## src/rtl/inertial_integrator.sv

```systemverilog
`default_nettype none
// ============================================================================
// Module   : inertial_integrator
// Purpose  : Gyro offset calibration followed by a complementary filter that
//            integrates offset-compensated pitch rate and nudges the result
//            toward the accelerometer-derived pitch by a fixed step.
// Revision : 1.0 - initial release
// ============================================================================
module inertial_integrator #(
    parameter bit                 fast_sim  = 1'b1,
    parameter int                 CAL_LOG2  = 6,
    parameter logic signed [15:0] AZ_OFFSET = 16'sh00A0
) (
    input  logic               clk,
    input  logic               rst,
    input  logic               vld_in,
    input  logic signed [15:0] ptch_rt_in,
    input  logic signed [15:0] AZ,
    output logic signed [15:0] ptch,
    output logic signed [15:0] ptch_rt,
    output logic               vld,
    output logic               cal_done
);

    localparam int                 c_ACC_W     = 16 + CAL_LOG2;
    localparam logic signed [27:0] c_FUSE_STEP = fast_sim ? 28'sd16384 : 28'sd1024;
    localparam logic signed [27:0] c_INT_MAX   = 28'sd67108863;
    localparam logic signed [27:0] c_INT_MIN   = -28'sd67108864;
    localparam logic signed [9:0]  c_AZ_GAIN   = 10'sd327;

    typedef enum logic [0:0] {
        ST_CAL = 1'b0,
        ST_RUN = 1'b1
    } state_t;

    state_t                      state_q;
    logic signed [c_ACC_W-1:0]   cal_acc_q;
    logic        [CAL_LOG2-1:0]  cal_cnt_q;
    logic signed [15:0]          offset_q;
    logic signed [26:0]          ptch_int_q;
    logic signed [15:0]          ptch_rt_q;
    logic                        vld_q;
    logic                        cal_done_q;

    logic signed [c_ACC_W-1:0]   w_cal_sum;
    logic signed [15:0]          w_rt_c;
    logic signed [15:0]          w_az_c;
    logic signed [25:0]          w_prod;
    logic signed [15:0]          w_ptch_acc;
    logic signed [27:0]          w_fuse;
    logic signed [27:0]          w_int_sum;
    logic signed [26:0]          ptch_int_d;

    // Calibration running sum including the sample currently presented
    assign w_cal_sum  = cal_acc_q + c_ACC_W'(ptch_rt_in);

    // Offset-compensated rate and accelerometer-derived pitch estimate
    assign w_rt_c     = ptch_rt_in - offset_q;
    assign w_az_c     = AZ - AZ_OFFSET;
    assign w_prod     = w_az_c * c_AZ_GAIN;
    assign w_ptch_acc = 16'(w_prod >>> 13);

    // Fusion step compares against the pre-update pitch
    always_comb begin
        w_fuse = 28'sd0;
        if (w_ptch_acc > ptch) begin
            w_fuse = c_FUSE_STEP;
        end else if (w_ptch_acc < ptch) begin
            w_fuse = -c_FUSE_STEP;
        end
    end

    // Integrate in 28 bits so that overshoot is detectable, then clamp to 27
    assign w_int_sum = 28'(ptch_int_q) - 28'(w_rt_c) + w_fuse;

    // Saturating next value of the pitch integrator
    always_comb begin
        ptch_int_d = w_int_sum[26:0];
        if (w_int_sum > c_INT_MAX) begin
            ptch_int_d = c_INT_MAX[26:0];
        end else if (w_int_sum < c_INT_MIN) begin
            ptch_int_d = c_INT_MIN[26:0];
        end
    end

    // Calibration / run sequencing and all registered state
    always_ff @(posedge clk or posedge rst) begin
        if (rst) begin
            state_q    <= ST_CAL;
            cal_acc_q  <= '0;
            cal_cnt_q  <= '0;
            offset_q   <= '0;
            ptch_int_q <= '0;
            ptch_rt_q  <= '0;
            vld_q      <= 1'b0;
            cal_done_q <= 1'b0;
        end else begin
            vld_q <= 1'b0;
            if (vld_in) begin
                case (state_q)
                    ST_CAL: begin
                        if (cal_cnt_q == {CAL_LOG2{1'b1}}) begin
                            // Arithmetic shift gives floor division of the sum
                            offset_q   <= 16'(w_cal_sum >>> CAL_LOG2);
                            state_q    <= ST_RUN;
                            cal_done_q <= 1'b1;
                        end else begin
                            cal_acc_q <= w_cal_sum;
                            cal_cnt_q <= cal_cnt_q + 1'b1;
                        end
                    end
                    ST_RUN: begin
                        ptch_rt_q  <= w_rt_c;
                        ptch_int_q <= ptch_int_d;
                        vld_q      <= 1'b1;
                    end
                    default: begin
                        state_q <= ST_CAL;
                    end
                endcase
            end
        end
    end

    assign ptch     = ptch_int_q[26:11];
    assign ptch_rt  = ptch_rt_q;
    assign vld      = vld_q;
    assign cal_done = cal_done_q;

endmodule
`default_nettype wire

```

## config.mk

```make
export PLATFORM = sky130hd
export DESIGN_NAME = inertial_integrator
export DESIGN_NICKNAME = d
export VERILOG_FILES = /design/src/rtl/inertial_integrator.sv
export SDC_FILE = /design/constraint.sdc
export NUM_CORES = 1
export LEC_CHECK = 0
export CORE_AREA = 2 2 204 206
export DETAILED_ROUTE_END_ITERATION = 8
export DIE_AREA = 0 0 206 208
export PLACE_DENSITY = 0.45
export SLEW_MARGIN = 20
export SYNTH_ARGS = -nofsm -noshare
export SYNTH_HDL_FRONTEND = slang
export SYNTH_SLANG_ARGS = --single-unit
```

## constraint.sdc

```tcl
create_clock -name clk -period 7.5 [get_ports clk]
set_clock_uncertainty 0.1 [all_clocks]
set_input_delay 0.75 -clock clk [delete_from_list [all_inputs] [get_ports clk]]
set_output_delay 0.75 -clock clk [all_outputs]
set_load 0.1 [all_outputs]
```

# After elaboration in Yosys (flattened, before gate mapping)
# Index checks and enable logic that the tools add are counted.
# classes
n_eq_ne,1
muxes,8
n_reduce_logical,3
n_lt_le_gt_ge,4
n_bitwise,2
multipliers,1
n_addsub,6
# op_table
operator,n
$mux W28,2
$mux W27,2
$add A28 B28 Y28,1
$gt A28 B27 Y1 const B,1
$lt A28 B27 Y1 const B,1
$sub A27 B16 Y28,1
$mul A16 B10 Y26 const B,1
$add A22 B16 Y22,1
$gt A13 B16 Y1,1
$lt A13 B16 Y1,1
$sub A16 B16 Y16,1
$sub A16 B9 Y16 const B,1
$add A6 B1 Y6 const B,1
$eq A6 B6 Y1 const B,1
$reduce_and A3 Y1,2
$mux W1,4
$not A1 Y1,2
$reduce_and A2 Y1,1
# word_totals
ff_bits,90
word_cells,33
output_inout_bits,34
in_bits,35

# Logic depth before layout (Yosys ltp)
# Gate-level depths: netlist of the first run.
# depth
depth_word,9
ltp_mapped,45
mapped_depth_nobuf,43

# Worst setup path after synthesis of the first run
# Ideal clock, no wire load.
# synth_path
path_kind,input-to-reg
from,input port AZ[5]
to,register ptch_int_q[12]
stages,41
required_ns,7.266
setup_ns,0.134
n_path_buf,2
setup_slack_ns,-3.329
arrival_ns,10.596
path_cell_list,inv_1 -> ha_1 -> nand2b_1 -> nand3_1 -> xor2_1 -> inv_1 -> ha_1 -> ha_1 -> fa_1 -> fa_1 -> inv_1 -> fa_1 -> inv_1 -> ha_1 -> o21ai_0 -> nor2_1 -> a21oi_1 -> o31ai_1 -> (+5 left out) -> nor2_1 -> a221oi_1 -> o21ai_0 -> o21ai_0 -> a31o_2 -> fa_1 -> ha_1 -> a21o_1 -> a21o_1 -> a21oi_4 -> nand2_2 -> and3_1 -> a2111oi_4 -> o211ai_1 -> buf_4 -> buf_6 -> a21oi_1 -> o22ai_1
# synth_between
elab_chain_cells,9
elab_cells_between_ends,11
cone_classes,add/sub: 2; mul: 1; order compare: 4; mux: 4
# synth_lines
item,line,source
start: declaration,18,"input logic signed [15:0] AZ,"
$sub A16 B9 Y16 (*),59,assign w_az_c = AZ - AZ_OFFSET;
$mul A16 B10 Y26 (*),60,assign w_prod = w_az_c * c_AZ_GAIN;
$lt A13 B16 Y1,68,end else if (w_ptch_acc < ptch) begin
$mux W28,68,
$mux W28 (*),66,if (w_ptch_acc > ptch) begin
$add A28 B28 Y28 (*),74,assign w_int_sum = 28'(ptch_int_q) - 28'(w_rt_c) + w_fuse;
$lt A28 B27 Y1,81,end else if (w_int_sum < c_INT_MIN) begin
$mux W27,81,
$mux W27 (*),79,if (w_int_sum > c_INT_MAX) begin
end signal: assignment,114,ptch_int_q <= ptch_int_d;
end: declaration,40,logic signed [26:0] ptch_int_q;
# Mark *: on every way between the ends. The rest lies on a longest branch, timed or not.
# A chain may end at the register's enable or synchronous reset.

# Worst setup path after layout of the first run
# layout_path
from,input port AZ[5]
to,register ptch_int_q[25]
# Same word-level chain as after synthesis.

==> results of run 1 <==
[logic make-up after synthesis]
kind of cell    Yosys count  synth area share (%)
compound gates          312                  20.1
xor+xnor                 84                  7.06
fa+ha+maj               226                  31.3
buf+inv                 200                  8.39
flops                    90                  21.6
mux                       6                 0.625
simple gates            238                  11.0
[how the worst max path moves through the flow]
stage / cells past startpoint / from / end
6_report: 44 / AZ[5] / ptch_int_q[25]
5_1_grt: 45 / AZ[5] / ptch_int_q[2]
4_1_cts: 44 / AZ[5] / ptch_int_q[25]
3_5_place_dp: 43 / AZ[5] / ptch_int_q[25]
3_3_place_gp: 43 / AZ[5] / ptch_int_q[25]
2_1_floorplan: 42 / AZ[5] / ptch_int_q[12]
[state kept, by name, indices dropped and copies added (netlist names)]
signal,cells
cal_acc_q,22
cal_cnt_q,6
cal_done,1
offset_q,16
ptch_int_q,27
ptch_rt,16
state_q,1
vld,1
[area by class of cell]
cell class	instances	area, um2	area share (%)
inverter	157	614	4.34
multi-input combinational	866	8160	57.6
clock inverter	6	62.6	0.442
tap	532	666	4.70
timing repair buffer	228	2170	15.3
clock buffer	10	239	1.69
sequential	90	2250	15.9
[timing repair]
action / 4_1_cts / 5_1_grt
cloned: 5 / 2
setup endpoints to repair: 27 / 27
buffers inserted: 21 / 6
pin swaps: 40 / 90
resized for setup: 58 / 65
[critical path: cells and delay by family]
family                     cells  cell delay, ps
AOI/OAI and AO/OA             18            3520
adders and majority gates     10            3290
and+or+nand+nor                6             830
buffers and inverters          8             720
xor gates and xnor gates       2             390
[routing by layer]
layer / global-route usage, % / part of all wire (%) / routed length [um]
met5: 0 / 0 / 0
met4: 1.92 / 1.0 / 269
met3: 1.69 / 2.5 / 673
met2: 21.3 / 47 / 12700
met1: 18.2 / 50 / 13400
[cell usage after synthesis, types with 21 or more instances]
master,count,area share (%)
nor3_1,21,1.0
inv_1,156,5.6
o21ai_0,77,3.7
xnor2_1,46,3.9
o21a_1,23,1.7
o21ai_1,33,1.6
a21oi_1,58,2.8
a21o_1,25,1.8
ha_1,169,20
fa_1,57,11
dfrtp_1,90,22
nand2_1,105,3.8
nor2_1,27,0.97
xor2_1,38,3.2
[metrics by stage]
| step | cells | setup TNS [ps] | instance area [um2] |
|---|---|---|---|
| after global routing | 1889 | -59640 | 14200 |
| after floorplan | 1156 | -38770 | 10900 |
| after detailed placement | 1842 | -69660 | 13000 |
| after global placement | 1842 | -64880 | 13000 |
| after CTS | 1883 | -49230 | 13800 |
| final | 1889 | -48070 | 14200 |
==> results.json, run 1 <==
{
  "status": "finished, violations left",
  "failed_checks": "setup timing",
  "antenna_found_initial": 0,
  "hold_violations": 0,
  "synth_fp_nets": 1417,
  "cpMostUsedCell": "ha_4",
  "routabilityCongestion": 0.801,
  "setup_violations": 27,
  "worst_ep_arrival_time_ps": 9490,
  "hold_path_class": "flip-flop to flip-flop",
  "clk_pin_slew_ps": 70,
  "worst_pin_slew_ps": 1060,
  "cts_sinks": 90,
  "holdWs_ps": 380,
  "cts-buffers-inserted": 9,
  "antennaDiodeCount": 0,
  "reg2reg_from": "offset_q[1]",
  "drv_slew": 0,
  "final_cell_mix": "inv_1, ha_1, buf_4, nand2_1, dfrtp_1",
  "period_share_pct": 124,
  "nFillCells": 4200,
  "ant_nets": 0,
  "area_growth_pct": 36.0,
  "r2r_end": "ptch_int_q[25]",
  "rsz0062_at_grt": "yes",
  "cts_tree": "done",
  "drive_gt1_share_pct": 25.3,
  "clkLatencyLatePin_ps": 360,
  "rr_worst_depth": 24,
  "ys_seq_area_share_pct": 21.6,
  "grt_usage_pct": 12.9,
  "detail_route.vias_per_cell": 4.56,
  "grt-ovfl-total": 0,
  "final_common_cell": "inv_1",
  "synth-seq-cells": 90,
  "layout_setup_ws_ps": -1830,
  "required_ps": 7660,
  "critPathKind": "primary input to flip-flop",
  "htreeDepth": 3,
  "die_x_um": 206,
  "drtPass1Iterations": 5,
  "final_util_pct": 34.9,
  "worstHoldEndpoint": "cal_done",
  "slew_headroom_pct": 29.1,
  "end_kind": "flip-flop",
  "synth_area_mm2": 0.0104,
  "maxCapViolCount": 0,
  "dp_hpwl_um": 21800,
  "grt_max_degree": 47,
  "cts-root-buf": "clkbuf_16",
  "worstHoldPathCells": 1,
  "ctsHoldBuffers": 0,
  "slowest_stage": "fa_1",
  "synth_edf_count": 0,
  "synthFlopType": "dfrtp_1",
  "rows": 74,
  "grt_pass1_wl_um": 45000,
  "route.detailed.drc": 0,
  "grt_pass1_vias": 8792,
  "clock.fmax_mhz": 107,
  "dieArea_mm2": 0.0428,
  "nets": 1613,
  "core-area_mm2": 0.0406,
  "cp_max_fo": 5,
  "port_buffers": 68,
  "cp_slowest_stage_delay_ps": 550,
  "cts_max_path_buffers": 2,
  "initial_core_util_pct": 25.7,
  "io_pins": 69,
  "drt_iter0_markers": 334,
  "ys_warn_count": 0,
  "ys_types": 77,
  "synthCells": 1156,
  "r2r_slack_ps": 1640,
  "cp-start-kind": "primary input",
  "finalCriticalPeriod_ps": 9330,
  "die_y_um": 208,
  "wl_um": 27000,
  "num_vias": 8607,
  "hold_path_startpoint": "cal_done",
  "pre_cts_ws_ps": -2660,
  "async_flop_share_pct": 100,
  "wl_per_cell_um": 14.3,
  "avgSynthCellArea_um2": 9.01
}
Power of run 1 is left out: the tool's default activity adds up to more than one toggle a clock period on the data nets, which glitch-free logic cannot reach.
==> run 2: changes to the inputs <==
Settings changed: PLACE_DENSITY 0.45 to 0.5, SKIP_CTS_REPAIR_TIMING set to 1.
==> run 2 against run 1 <==
- the flow still finishes with violations (setup timing)
- sequential cell count is the same
- register-to-register slack gained 60 ps
- first-iteration DRC count shrank 31%
- hold slack lost 9.4 ps
- highest routed layer unchanged
- sequential share of layout area grew 0.42 points
- non-clock buffer count shrank 8
- routed wire length shrank 5.1%
- die area is the same
==> results.json, run 2 (synthesis gave the netlist of run 1 again) <==
{
  "cts_sinks": 90,
  "clkLatencyLatePin_ps": 360,
  "hold_violations": 0,
  "maxCapViolCount": 0,
  "drv_slew": 0,
  "cp-start-kind": "primary input",
  "rsz0062_at_grt": "yes",
  "grt_pass1_wl_um": 42600,
  "cts_tree": "done",
  "final_cell_mix": "ha_1, inv_1, buf_4, nand2_1, dfrtp_1",
  "r2r_slack_ps": 1700,
  "cp_slowest_stage_delay_ps": 570,
  "drt_iter0_markers": 230,
  "cpMostUsedCell": "ha_4",
  "largest_reg_flops": 27,
  "wl_per_cell_um": 13.6,
  "grt_pass1_vias": 8477,
  "slowest_stage": "fa_1",
  "drive_gt1_share_pct": 22.6,
  "period_share_pct": 126,
  "cp-endpoint": "ptch_int_q[2]",
  "antennaDiodeCount": 0,
  "r2r_end": "ptch_int_q[25]",
  "route.detailed.drc": 0,
  "grt-ovfl-total": 0,
  "finalCriticalPeriod_ps": 9450,
  "die_y_um": 208,
  "antenna_found_initial": 0,
  "die_x_um": 206,
  "clk_pin_slew_ps": 80,
  "dp_hpwl_um": 20900,
  "initial_core_util_pct": 25.7,
  "routabilityCongestion": 0.821,
  "cts_max_path_buffers": 2,
  "holdWs_ps": 371,
  "io_pins": 69,
  "status": "finished, violations left",
  "nFillCells": 4249,
  "worst_ep_arrival_time_ps": 9590,
  "hold_path_class": "flip-flop to flip-flop",
  "final_common_cell": "ha_1",
  "nets": 1605,
  "required_ps": 7650,
  "port_buffers": 68,
  "ant_nets": 0,
  "core-area_mm2": 0.0406,
  "rows": 74,
  "layout_setup_ws_ps": -1950,
  "num_vias": 8469,
  "detail_route.vias_per_cell": 4.50,
  "grt_max_degree": 74,
  "setup_violations": 27,
  "reg_top3": "ptch_int_q x27, cal_acc_q x22",
  "cts-buffers-inserted": 9,
  "rr_worst_depth": 24,
  "grt_usage_pct": 12.2,
  "htreeDepth": 3,
  "worst_pin_slew_ps": 1070,
  "wl_um": 25600,
  "top_register": "ptch_int_q",
  "slew_headroom_pct": 28.3,
  "critPathKind": "primary input to flip-flop",
  "cts-root-buf": "clkbuf_16",
  "critPathLaunch": "AZ[5]",
  "clock.fmax_mhz": 106,
  "drtPass1Iterations": 4,
  "end_kind": "flip-flop",
  "reg2reg_from": "offset_q[1]",
  "failed_checks": "setup timing",
  "cp_max_fo": 8,
  "area_growth_pct": 32.5,
  "dieArea_mm2": 0.0428
}
==> run 2: cell count changes in the layout (fill, tap and decap cells not counted), sizes merged <==
| cell | delta |
|---|---|
| buf | -7 |
| bufinv | +1 |
| clkbuf | -3 |
| clkdlybuf4s15 | -1 |
| clkinvlp | +3 |
| dlygate4sd2 | -1 |
| dlymetal6s2s | +4 |
| inv | -4 |
==> run 2: area by class of cell <==
| class | count | area (um2) | area share (%) |
|---|---|---|---|
| clock buffer | 10 | 229 | 1.66 |
| clock inverter | 6 | 72.6 | 0.526 |
| inverter | 157 | 612 | 4.43 |
| multi-input combinational | 866 | 8030 | 58.2 |
| sequential | 90 | 2250 | 16.3 |
| tap | 532 | 666 | 4.82 |
| timing repair buffer | 220 | 1940 | 14.1 |
==> run 2: layer usage <==
metal | GRT usage [%] | wire length, um | up-vias | part of all wire (%)
li1 | - | - | 4354 | -
met1 | 17.4 | 12700 | 4030 | 49
met2 | 19.5 | 11900 | 79 | 47
met3 | 1.85 | 920 | 6 | 3.6
met4 | 2.17 | 104 | 0 | 0.41
met5 | 0 | 0 | - | 0
==> run 2: metrics by stage <==
step	utilization (%)	std cells	setup slack, ps	cell area [um2]	setup TNS, ps
detailed placement	31.9	1839	-2810	13000	-73610
finish	34.0	1881	-1950	13800	-50320
global placement	31.9	1839	-2580	13000	-67890
CTS	32.7	1855	-2490	13300	-65120
global route	34.0	1881	-2400	13800	-63040
floorplan	-	1156	-1480	10900	-38770
==> run 2: worst max-delay path: cells and delay by family <==
kind                       cells  cell delay [ps]
and+or+nand+nor                9             1190
AOI/OAI and AO/OA             15             2690
adders and majority gates     10             3440
xor gates and xnor gates       2              320
buffers and inverters         12             1200
==> run 2: worst min-delay path by stage <==
stage                               to    startpoint  slack (ps)  depth (start not counted)
after global routing           state_q       state_q         410                          1
final                         cal_done      cal_done         370                          1
after floorplan           offset_q[14]  offset_q[14]         350                          2
after global placement        cal_done      cal_done         350                          1
after detailed placement      cal_done      cal_done         350                          1
after CTS                     cal_done      cal_done         380                          1
Power of run 2 is left out for the same reason.
==> run 3: changes to the inputs <==
Settings changed: PLACE_DENSITY 0.5 to 0.39.
==> run 3 against run 2 <==
- critical path depth fell by 2
- first-iteration DRC count rose by 2.6%
- die area did not move
- worst setup slack got worse by 38 ps
- the run still ends with setup timing left
- critical path type unchanged
- sequential share of layout area barely moved
- non-clock buffer count rose by 6
- via count fell by 0.51%
- fmax fell by 0.40%
- hold slack improved by 9.1 ps
- final area rose by 0.26%
==> results.json, run 3 (synthesis gave the netlist of run 1 again) <==
{
  "cts_tree": "done",
  "clock.fmax_mhz": 105,
  "ant_nets": 0,
  "route.detailed.drc": 0,
  "cp_slowest_stage_delay_ps": 590,
  "required_ps": 7650,
  "port_buffers": 68,
  "final_cell_mix": "buf_4, ha_1, inv_1, nand2_1, dfrtp_1",
  "r2r_end": "ptch_int_q[5]",
  "fin_tns_setup_ps": -51850,
  "end_kind": "flip-flop",
  "reg2reg_from": "offset_q[1]",
  "layout_setup_ws_ps": -1990,
  "cp_max_fo": 15,
  "drt_iter0_markers": 236,
  "critPathLaunch": "AZ[5]",
  "hold_violations": 0,
  "dp_hpwl_um": 22700,
  "reg_top3": "ptch_int_q x27, cal_acc_q x22",
  "cts-root-buf": "clkbuf_16",
  "failed_checks": "setup timing",
  "clkLatencyLatePin_ps": 360,
  "drtPass1Iterations": 5,
  "hold_path_class": "flip-flop to flip-flop",
  "core-area_mm2": 0.0406,
  "worstHoldPathCells": 2,
  "grt_pass1_vias": 8494,
  "grt-ovfl-total": 0,
  "grt_max_degree": 49,
  "cts-buffers-inserted": 9,
  "maxCapViolCount": 0,
  "largest_reg_flops": 27,
  "grt_usage_pct": 13.2,
  "top_register": "ptch_int_q",
  "rr_worst_depth": 24,
  "cp-endpoint": "ptch_int_q[5]",
  "period_share_pct": 126,
  "slowest_stage": "fa_1",
  "area_growth_pct": 32.8,
  "num_vias": 8426,
  "critPathKind": "primary input to flip-flop",
  "rsz0062_at_grt": "yes",
  "cp-start-kind": "primary input",
  "r2r_slack_ps": 1540,
  "htreeDepth": 3,
  "drive_gt1_share_pct": 23.8,
  "clk_pin_slew_ps": 70,
  "cp_top_family": "adder cells",
  "antenna_found_initial": 0,
  "cpMostUsedCell": "ha_4",
  "detail_route.vias_per_cell": 4.47,
  "cts_sinks": 90,
  "worst_pin_slew_ps": 1060,
  "die_x_um": 206,
  "cts_max_path_buffers": 2,
  "final_util_pct": 34.1,
  "setup_violations": 27,
  "antennaDiodeCount": 0,
  "slew_headroom_pct": 29.3,
  "grt_pass1_wl_um": 45100,
  "io_pins": 69,
  "nets": 1611,
  "finalCriticalPeriod_ps": 9490,
  "worst_ep_arrival_time_ps": 9630,
  "rows": 74,
  "nFillCells": 4246,
  "wl_um": 27400,
  "initial_core_util_pct": 25.7,
  "routabilityCongestion": 0.787,
  "dieArea_mm2": 0.0428,
  "wl_per_cell_um": 14.5,
  "final_common_cell": "buf_4",
  "drv_slew": 0,
  "die_y_um": 208,
  "cp_num_buf_inv": 10,
  "cp.depth": 46,
  "status": "finished, violations left"
}
[run 3: cell types whose count changed in the layout (fill, tap and decap cells not counted), sizes merged]
cell      before  now
buf          152  158
clkinv         1    4
clkinvlp       3    0
bufinv         1    2
inv          158  157
[run 3: worst register-to-register path, delay by kind of cell, from the launching register on]
kind	cells	cell delay, ps
adders and majority gates	3	1170
and+or+nand+nor	3	400
AOI/OAI and AO/OA	14	2880
buffers and inverters	4	920
DFF	1	390
[run 3: metrics by stage]
stage	cells	setup WS (ps)	area [um2]	hold WS [ps]
2_1_floorplan	1156	-1480	10900	348
3_3_place_gp	1856	-2590	13100	353
3_5_place_dp	1856	-2720	13100	362
4_1_cts	1872	-2360	13500	386
5_1_grt	1887	-2380	13800	408
6_report	1887	-1990	13800	380
[run 3: worst min-delay path by stage]
stage                     slack, ps            end           from
after CTS                       390   offset_q[13]   offset_q[13]
after detailed placement        360       cal_done       cal_done
after global routing            410  cal_acc_q[12]  cal_acc_q[12]
after floorplan                 350   offset_q[14]   offset_q[14]
final                           380   offset_q[13]   offset_q[13]
after global placement          350       cal_done       cal_done
[run 3: layout make-up]
| cell class | count | area, um2 | share of cell area, % |
|---|---|---|---|
| clock buffers | 10 | 239 | 1.73 |
| flip-flops and latches | 90 | 2250 | 16.3 |
| clock inverters | 6 | 98.8 | 0.714 |
| well taps | 532 | 666 | 4.81 |
| repair buffers | 226 | 1960 | 14.2 |
| multi-input cells | 866 | 8000 | 57.9 |
| inverters | 157 | 612 | 4.42 |
[run 3: routing by layer]
layer  share of wire [%]  up-vias  wire (um)  global-route usage (%)
met5                   0        -          0                       0
met4                0.65        0        178                    1.87
met3                 1.7       11        461                    1.83
met2                  46       55      12700                    21.2
met1                  51     3996      14100                    19.0
li1                    -     4364          -                       -
Power of run 3 is left out for the same reason.
